--- src/rtl/lsu_dram_master.sv ---
// ---------------------------------------------------------------------------
// lsu_dram_master
//
// Load/store initiator for the single-port DRAM bus. It takes one byte,
// half or word request at a time from the memory stage and turns it into
// word-aligned bus accesses with lane-shifted write data and byte masks. It
// returns sign- or zero-extended load data over a valid/ready response.
//
// Optional feature macro: LSU_MISALIGN_SPLIT_EN
//   defined   : requests that straddle a word boundary run two accesses
//               (ACC0 then ACC1) and complete normally.
//   undefined : ACC1 is not built; straddling requests come back with
//               resp_err=1 and never touch the bus.
//
// Parameters
//   ADDR_W        width of req_addr / dram_addr (default 32)
//
// Ports
//   clk, rst_n    clock, asynchronous active-low reset
//   req_valid     request present            (in)
//   req_ready     request accepted on v&r    (out, high only in IDLE)
//   req_wen       1 = store, 0 = load        (in)
//   req_size      00 byte, 01 half, 10 word, 11 reserved (in)
//   req_unsigned  zero-extend loads          (in)
//   req_addr      byte address               (in)
//   req_wdata     right-justified store data (in)
//   resp_valid    response present           (out)
//   resp_ready    response consumed on v&r   (in)
//   resp_rdata    extended load data, 0 for stores/errors (out)
//   resp_err      request rejected, no bus access made    (out)
//   dram_en       bus access enable          (out)
//   dram_wen      bus write enable           (out)
//   dram_addr     word-aligned bus address   (out)
//   dram_wdata    lane-shifted write data    (out)
//   dram_wmask    byte-lane write mask       (out)
//   dram_rdata    combinational read data    (in)
// ---------------------------------------------------------------------------
module lsu_dram_master #(
  parameter int ADDR_W = 32
) (
  input  logic              clk,
  input  logic              rst_n,
  input  logic              req_valid,
  output logic              req_ready,
  input  logic              req_wen,
  input  logic [1:0]        req_size,
  input  logic              req_unsigned,
  input  logic [ADDR_W-1:0] req_addr,
  input  logic [31:0]       req_wdata,
  output logic              resp_valid,
  input  logic              resp_ready,
  output logic [31:0]       resp_rdata,
  output logic              resp_err,
  output logic              dram_en,
  output logic              dram_wen,
  output logic [ADDR_W-1:0] dram_addr,
  output logic [31:0]       dram_wdata,
  output logic [3:0]        dram_wmask,
  input  logic [31:0]       dram_rdata
);

  localparam logic [1:0] IDLE = 2'd0;
  localparam logic [1:0] ACC0 = 2'd1;
  localparam logic [1:0] ACC1 = 2'd2;
  localparam logic [1:0] RESP = 2'd3;

`ifdef LSU_MISALIGN_SPLIT_EN
  localparam logic SPLIT_EN = 1'b1;
`else
  localparam logic SPLIT_EN = 1'b0;
`endif

  logic [1:0]        state;
  logic              r_wen;
  logic [1:0]        r_size;
  logic              r_unsigned;
  logic [ADDR_W-1:0] r_addr;
  logic [31:0]       r_wdata;
  logic              r_err;
  logic [31:0]       lo;
  logic [31:0]       hi;

  // Decode of the incoming request, used only in the accept cycle.
  logic [2:0] in_nbytes;
  logic       in_cross;
  logic       in_err;

  always_comb begin
    case (req_size)
      2'b00:   in_nbytes = 3'd1;
      2'b01:   in_nbytes = 3'd2;
      default: in_nbytes = 3'd4;
    endcase
    // off (max 3) + nbytes (max 4) fits in 3 bits, so no overflow here.
    in_cross = ({1'b0, req_addr[1:0]} + in_nbytes) > 3'd4;
    in_err   = (req_size == 2'b11) | (in_cross & ~SPLIT_EN);
  end

  // Decode of the registered request that drives the bus and the response.
  logic [1:0]        off;
  logic [3:0]        size_mask;
  logic [ADDR_W-1:0] base_addr;

  always_comb begin
    off = r_addr[1:0];
    case (r_size)
      2'b00:   size_mask = 4'b0001;
      2'b01:   size_mask = 4'b0011;
      default: size_mask = 4'b1111;
    endcase
    base_addr = {r_addr[ADDR_W-1:2], 2'b00};
  end

`ifdef LSU_MISALIGN_SPLIT_EN
  logic [2:0] r_nbytes;
  logic       r_cross;
  logic [2:0] roff;

  always_comb begin
    case (r_size)
      2'b00:   r_nbytes = 3'd1;
      2'b01:   r_nbytes = 3'd2;
      default: r_nbytes = 3'd4;
    endcase
    r_cross = ({1'b0, off} + r_nbytes) > 3'd4;
    // Number of bytes that landed in the first word; the second access
    // shifts mask and data down by that many lanes.
    roff    = 3'd4 - {1'b0, off};
  end
`endif

  // Control FSM and request/data capture. Read data is captured on the
  // edge that ends each access cycle, since the bus returns it
  // combinationally while dram_en is high.
  always_ff @(posedge clk or negedge rst_n) begin
    if (!rst_n) begin
      state      <= IDLE;
      r_wen      <= 1'b0;
      r_size     <= 2'b00;
      r_unsigned <= 1'b0;
      r_addr     <= '0;
      r_wdata    <= '0;
      r_err      <= 1'b0;
      lo         <= '0;
      hi         <= '0;
    end else begin
      case (state)
        IDLE: begin
          if (req_valid) begin
            r_wen      <= req_wen;
            r_size     <= req_size;
            r_unsigned <= req_unsigned;
            r_addr     <= req_addr;
            r_wdata    <= req_wdata;
            r_err      <= in_err;
            lo         <= '0;
            hi         <= '0;
            state      <= in_err ? RESP : ACC0;
          end
        end
        ACC0: begin
          lo <= dram_rdata;
`ifdef LSU_MISALIGN_SPLIT_EN
          state <= r_cross ? ACC1 : RESP;
`else
          state <= RESP;
`endif
        end
`ifdef LSU_MISALIGN_SPLIT_EN
        ACC1: begin
          hi    <= dram_rdata;
          state <= RESP;
        end
`endif
        RESP: begin
          if (resp_ready) state <= IDLE;
        end
        default: state <= IDLE;
      endcase
    end
  end

  // Bus outputs are pure decodes of state so that an asynchronous reset
  // drops dram_en at once and an in-flight write never commits.
  always_comb begin
    dram_en    = 1'b0;
    dram_wen   = 1'b0;
    dram_addr  = '0;
    dram_wdata = '0;
    dram_wmask = 4'b0000;
    case (state)
      ACC0: begin
        dram_en    = 1'b1;
        dram_wen   = r_wen;
        dram_addr  = base_addr;
        dram_wmask = size_mask << off;
        dram_wdata = r_wdata << {off, 3'b000};
      end
`ifdef LSU_MISALIGN_SPLIT_EN
      ACC1: begin
        dram_en    = 1'b1;
        dram_wen   = r_wen;
        dram_addr  = base_addr + ADDR_W'(4);
        dram_wmask = size_mask >> roff;
        dram_wdata = r_wdata >> {roff, 3'b000};
      end
`endif
      default: ;
    endcase
  end

  // Load data: realign the captured word pair to the byte offset, then
  // sign- or zero-extend to 32 bits. hi stays 0 for single accesses and
  // non-crossing requests never reach it after the shift.
  logic [31:0] shifted;
  logic [31:0] load_ext;

  always_comb begin
    shifted = 32'({hi, lo} >> {off, 3'b000});
    case (r_size)
      2'b00:   load_ext = {{24{~r_unsigned & shifted[7]}}, shifted[7:0]};
      2'b01:   load_ext = {{16{~r_unsigned & shifted[15]}}, shifted[15:0]};
      default: load_ext = shifted;
    endcase
  end

  assign req_ready  = (state == IDLE);
  assign resp_valid = (state == RESP);
  assign resp_err   = (state == RESP) & r_err;
  assign resp_rdata = ((state == RESP) && !r_err && !r_wen) ? load_ext : 32'd0;

endmodule
--- config.mk ---
export PLATFORM = sky130hd
export DESIGN_NAME = lsu_dram_master
export DESIGN_NICKNAME = d
export VERILOG_FILES = /design/src/rtl/lsu_dram_master.sv
export SDC_FILE = /design/constraint.sdc
export NUM_CORES = 1
export LEC_CHECK = 0
export ABC_CLOCK_PERIOD_IN_PS = 2110
export CAP_MARGIN = 40
export CORE_MARGIN = 5
export CORE_UTILIZATION = 30
export DETAILED_ROUTE_END_ITERATION = 8
export SLEW_MARGIN = 20
export SYNTH_ARGS = -nofsm -noshare
export SYNTH_HDL_FRONTEND = slang
export SYNTH_SLANG_ARGS = --single-unit
--- constraint.sdc ---
create_clock -name clk -period 2.11 [get_ports clk]
set_input_delay 0.3165 -clock clk [delete_from_list [all_inputs] [get_ports clk]]
set_output_delay 0.3165 -clock clk [all_outputs]
set_load 0.1 [all_outputs]
==> results of run 1 <==
==> state kept, by name (all words and copies together), names as in the netlist <==
name,cells
r_err,1
r_unsigned,1
r_size,2
r_wdata,32
r_addr,32
state,2
r_wen,1
lo,32
==> through the flow <==
step                      instances  setup WS (ps)  cell area, um^2  TNS (ps)
after floorplan                 488         -257.4             6256     -6320
after global placement          930         -153.7             9771    -353.6
after detailed placement        930         -197.0             9771     -1515
after CTS                       959         -400.5            10680    -17460
after global routing            964         -497.1            10920    -22340
final                           964         -386.9            10920    -17100
==> worst max-delay path, cell delays in order, from the launching register on <==
cell	delay, ps
dfrtp_4	530
mux2_4	230
nor3b_1	50
buf_4	150
a2111o_2	420
buf_12	170
o21ai_4	80
buf_12	190
==> what timing repair did <==
| action | CTS | global route |
|---|---|---|
| cloned | 5 | 3 |
| gates resized for setup | 77 | 56 |
| hold buffers | 1 | 0 |
| setup endpoints to repair | 91 | 99 |
| endpoints found under the hold margin | 40 | 0 |
| pin swaps | 23 | 7 |
| setup buffers | 7 | 4 |
==> worst max-delay path by stage <==
stage | start | endpoint | depth (start not counted) | slack (ps)
floorplan | state[1] | dram_wdata[0] | 7 | -260
global placement | req_size[0] | r_err | 9 | -150
detailed placement | req_size[0] | r_err | 9 | -200
CTS | r_wen | resp_rdata[18] | 6 | -400
global route | r_addr[1] | resp_rdata[9] | 7 | -500
finish | r_addr[0] | resp_rdata[18] | 7 | -390
==> layout by cell type (no fill, tap or decap), types with 3 or more instances in the layout <==
| cell type | instances |
|---|---|
| o21ai_4 | 8 |
| mux2i_1 | 16 |
| a21oi_1 | 3 |
| nor2_1 | 15 |
| a22o_1 | 32 |
| buf_16 | 4 |
| inv_1 | 5 |
| nor2b_2 | 3 |
| a21oi_2 | 8 |
| o21ai_0 | 8 |
| nor2b_1 | 7 |
| a211oi_4 | 19 |
| a211oi_2 | 12 |
| and2_1 | 7 |
| a21o_4 | 8 |
| mux2_1 | 12 |
| clkdlybuf4s50_1 | 102 |
| buf_12 | 116 |
| nand2b_1 | 3 |
| mux2i_4 | 16 |
| buf_4 | 41 |
| dfrtp_2 | 3 |
| clkbuf_16 | 12 |
| nor2_4 | 17 |
| nor2_2 | 8 |
| mux2_2 | 57 |
| buf_6 | 4 |
| nor2b_4 | 6 |
| dfrtp_1 | 99 |
| and2_4 | 40 |
| a21oi_4 | 8 |
==> cell families (layout without fill, tap and decap cells) <==
logic type / Yosys count / in the layout / share of synthesized area [%]
AND/OR/NAND/NOR: 116 / 117 / 11.85
multiplexers: 103 / 103 / 20.71
buffers and inverters: 49 / 295 / 3.865
adder cells (fa/ha/maj): 2 / 2 / 0.6017
flip-flops: 103 / 103 / 47.67
other: 1 / 2 / 0.06936
AO/OA/AOI/OAI: 113 / 113 / 15.23
==> per-layer routing <==
metal / track usage, % / vias up / part of all wire, %
met5: 0 / - / 0.058
met4: 6.676 / 2 / 3.0
met3: 6.349 / 32 / 7.3
met2: 31.63 / 144 / 48
met1: 24.49 / 2439 / 41
li1: - / 2210 / -
==> area by class of cell <==
cell class / count / area (um^2)
Fill cell: 1352 / 6919
Clock buffer: 9 / 225.2
Clock inverter: 7 / 97.59
Sequential cell: 103 / 2585
Tap cell: 229 / 286.5
Inverter: 6 / 35.03
Multi-Input combinational cell: 337 / 3754
Timing Repair Buffer: 273 / 3939
==> results by group, run 1 <==
Synth
  • Netlist Area Pre-Place: 0.005406 mm^2
  • Post-Synthesis Cells: 487
  • Post-synth top area share: between 40 and 50%
  • Synth cell count leaders: dfrtp_1, mux2_2, and2_1
  • Number of synthesized flops with an enable pin: 0
  • Area leader, netlist: dfrtp_1
  • Synth area leaders: dfrtp_1, mux2_2, mux2i_1
  • Ys async rst share: 100.0%
  • Syn_area_per_cell: 11.10 um^2
  • Register bit count reported by yosys: 103
  • Synth Warn #: 0
  • Sequential area share after synthesis: 47.67%
  • Number of library cell types mapped by synthesis: 37
  • Count leader, synth: dfrtp_1
  • Most used DFF post-synth: dfrtp_1

Worst setup path
  • FF-to-FF path depth: 5
  • R2R Setup Slk: 330 ps
  • Critical path required time: about 1800 ps
  • Critical Path AT: about 2200 ps
  • RR Endpoint: r_addr[22]
  • CP Class: flip-flop to output port
  • CP max FO: 8
  • R2R Path Start: state[0]
  • Crit end category: output port
  • Crit path launch type: flip-flop

Outcome
  • Outcome: finished, violations left
  • Failing checks: setup timing

Timing
  • Hold_ws: between 400 and 500 ps
  • Final Skew: about 3.3 ps
  • Endpoints failing hold: 0
  • Setup WS post-layout: -386.9 ps
  • Setup-violating endpoint count in the final report: 68
  • Slew @ Worst Pin: 592.2 ps
  • Period utilisation layout: 118.3%
  • Fin crit period: roughly 2500 ps
  • Max Clock Freq: 400.5 MHz
  • Unrepaired setup endpoints after global routing: true
  • Slew Limit Fails: 0
  • Slew margin rel.: about three fifths

Worst hold path
  • Worst hold path class: flip-flop to flip-flop
  • Hold Path Origin: r_addr[24]
  • Worst hold path depth: 1
  • Hold EP: r_addr[24]

Clocking
  • H-tree lvl count: 3
  • CTS tree: yes
  • Worst-path clk slew: 70 ps
  • Clock Tree Buf Depth: 2
  • Sink Count: 103
  • Clock root buffer: clkbuf_16
  • CTS buffer count: 9
  • Insertion delay to the later sink of the worst-skew pair: ~350 ps

Floorplanning
  • Die Span X: 144.2 um
  • FP Rows: 49
  • I/O pins: roughly 210
  • Core Region: approximately 0.018 mm^2
  • Die Y: about 140 um
  • Starting Density: 30.30%
  • Die area: ~0.021 mm^2

Global routing
  • Overflow after GRT: 0
  • GRT Total Usage: 19.46%
  • Vias in the first global route: about 5.3k
  • Global-route wire length before repair: 30860 um
  • Largest net degree at the start of global routing: 44
  • Initial antenna violation count: 1

Finish
  • Diode count: 0
  • Layout area overhead: 102.0%
  • Final Util: 61.22%
  • Layout cell share with drive strength beyond 1: between 50% and 60%
  • NumNets Final: about 840

Detailed routing
  • Post-Route WL: just over 20000 um
  • DR vias/cell: 5.007
  • DRC: 0
  • Wire per inst: around 21 um
  • Via count: 4827
  • Drt initial violations: 220
  • DRT antenna net count: 0
  • Drt first pass iters: 4

Place
  • DP HPWL: roughly 15000 um
  • # port buffers: around 200
  • Final Wtd Congestion: ~0.86

Job
  • MaxCap Viol Count: 0
Power of run 1 is not shown: default switching activity piles up to over one toggle a cycle in this logic, so the estimate is an artifact.
==> run 2, diff against run 1 <==
Settings changed: ABC_CLOCK_PERIOD_IN_PS 2110 to not set, SETUP_SLACK_MARGIN set to 0.3.
==> run 2 against run 1 <==
  * The flow still finishes with violations (setup timing)
  * Highest routed layer unchanged
  * Critical endpoint is now resp_rdata[28]
  * Die area unchanged
  * Setup slack worse by 46 ps
  * First-iteration DRC count up 4.1%
  * Wire length up 3.3%
  * Cell area up 5.6%
  * Register-to-register slack worse by 240 ps
  * Cell count up 2.5%
  * Non-clock buffer count up 24
  * Sequential cell count unchanged
  * Critical path depth down 1
  * Clock-buffer cell count up 2
  * Utilization up 3.4 points
==> results by group, run 2 (synthesis results as in run 1) <==
Outcome
  • Outcome: finished, violations left
  • Failing checks: setup timing

Clocking
  • CTS tree: yes
  • Clock root buffer: clkbuf_16
  • CTS buffer count: 9
  • Clock Tree Buf Depth: 2
  • H-tree lvl count: 3
  • Insertion delay to the later sink of the worst-skew pair: about 350 ps
  • Worst-path clk slew: approximately 70 ps
  • Sink Count: a little over 100

Place
  • DP HPWL: 14390 um
  • # port buffers: just over 200
  • Post-place setup slack: -170.3 ps
  • Final Wtd Congestion: 0.8608

Finish
  • Commonest non-fill, non-tap cell in the layout: buf_12
  • Diode count: 0
  • Area of the multi-input gates: between 0.003 and 0.004 mm^2
  • Layout cell share with drive strength beyond 1: between 50% and 60%
  • NumNets Final: between 800 and 900
  • Layout area overhead: 113.3%
  • Largest regs: lo: 32 flops, r_addr: 32 flops, r_wdata: 32 flops
  • Fillers: 1274
  • Most frequent cells in the layout: buf_12, clkdlybuf4s50_1, dfrtp_1, mux2_4, and2_4
  • Register area: about 0.0026 mm^2

Detailed routing
  • Drt first pass iters: 4
  • Wire per inst: ~22 um
  • DRC: 0
  • DR vias/cell: between 4 and 5
  • DRT antenna net count: 0
  • Post-Route WL: 21380 um
  • Via count: 4937
  • Drt initial violations: about 230

Timing
  • Period utilisation layout: 120.5%
  • Final Skew: ~9 ps
  • Endpoints failing hold: 0
  • Max Clock Freq: between 300 and 400 MHz
  • Setup WS post-layout: -433.1 ps
  • Setup-violating endpoint count in the final report: 100
  • Unrepaired setup endpoints after global routing: true
  • Slew Limit Fails: 0
  • Fin crit period: ~2500 ps

Floorplanning
  • Die Span X: 144.2 um
  • Die Y: approximately 140 um
  • Die area: 0.02081 mm^2
  • Core Region: between 0.015 and 0.02 mm^2
  • Starting Density: between 30 and 40%
  • I/O pins: roughly 210
  • FP Rows: approximately 50

Global routing
  • Overflow after GRT: 0
  • Initial antenna violation count: 1
  • Largest net degree at the start of global routing: 50
  • GRT Total Usage: between 10% and 20%
  • Global-route wire length before repair: slightly above 30000 um
  • Vias in the first global route: roughly 5.1k

Worst setup path
  • CP max FO: 6
  • CP Class: flip-flop to output port
  • Crit end category: output port
  • Crit path launch type: flip-flop
  • FF-to-FF path depth: 9
  • Worst path depth: 6
  • Critical path required time: around 1800 ps
  • Kind of cell adding the most delay to the critical path: flip-flops
  • Slowest stage cell, crit path: dfrtp_4
  • Crit-path cells: mux2_4 > nor3_1 > a2111oi_4 > buf_4 > a21o_4 > buf_12
  • Crit-path max cell delay: around 530 ps
  • Critical Path AT: between 2000 and 2500 ps
  • CP bufs+invs: 2

Worst hold path
  • Worst hold path depth: 2
  • Worst hold path class: input pin to flip-flop

Job
  • MaxCap Viol Count: 0
-- run 2: cell count changes in the layout (fill, tap and decap cells not counted), moves of 9 or more --
| cell | previous run | this run |
|---|---|---|
| mux2_1 | 12 | 0 |
| a211oi_1 | 1 | 11 |
| buf_6 | 4 | 16 |
| mux2_2 | 57 | 0 |
| mux2i_2 | 0 | 9 |
| mux2i_4 | 16 | 7 |
| mux2_4 | 2 | 71 |
-- run 2: routing by layer --
layer  global-route usage, %  up-vias  wire length [um]
met2                   31.41      153             10600
met5                       0        -                13
met4                   5.253        2               338
li1                        -     2273                 -
met1                   26.28     2488              9100
met3                   4.828       21              1328
-- run 2: layout make-up --
class	count	area share [%]
Inverter	6	0.2821
Tap cell	229	2.485
Timing Repair Buffer	297	38.34
Clock inverter	5	0.9006
Sequential cell	103	22.42
Multi-Input combinational cell	337	33.39
Clock buffer	11	2.192
-- run 2: metrics by stage --
step	utilization (%)	area, um^2	cells	setup TNS, ps	hold WS (ps)
global route	64.63	11530	988	-29640	397.4
detailed placement	56.22	10030	925	-1266	257.5
CTS	61.57	10980	967	-21190	377.7
global placement	56.22	10030	925	-1377	248.6
finish	64.63	11530	988	-23120	389.1
floorplan	-	6658	488	-6669	20.91
-- run 2: worst paths after layout --
kind | start | endpoint | slack [ps]
worst max-delay path | r_addr[0] | resp_rdata[28] | -430
max in group asynchronous | rst_n | r_addr[26] | 1050
worst min register to register | lo[1] | lo[1] | 500
min in group asynchronous | rst_n | lo[11] | 420
worst min-delay path | req_addr[0] | r_addr[0] | 390
worst max register to register | state[1] | r_wdata[2] | 90
-- run 2: what timing repair did --
item                                   in CTS  in global routing
pin swaps                                  21                 23
gates cloned                                7                 11
endpoints found under the hold margin      20                  0
setup buffers                              18                 10
hold buffers                                1                  0
setup endpoints to repair                 102                172
gates resized for setup                    64                 37
Power of run 2 is left out for the same reason.
==> run 3, diff against run 2 <==
Settings changed: HOLD_SLACK_MARGIN set to 0.02, SLEW_MARGIN 20 to 15.
==> results of run 3 <==
No change in the layout: final DEF, timing and power equal those of run 2.
Power of run 3 is left out for the same reason.
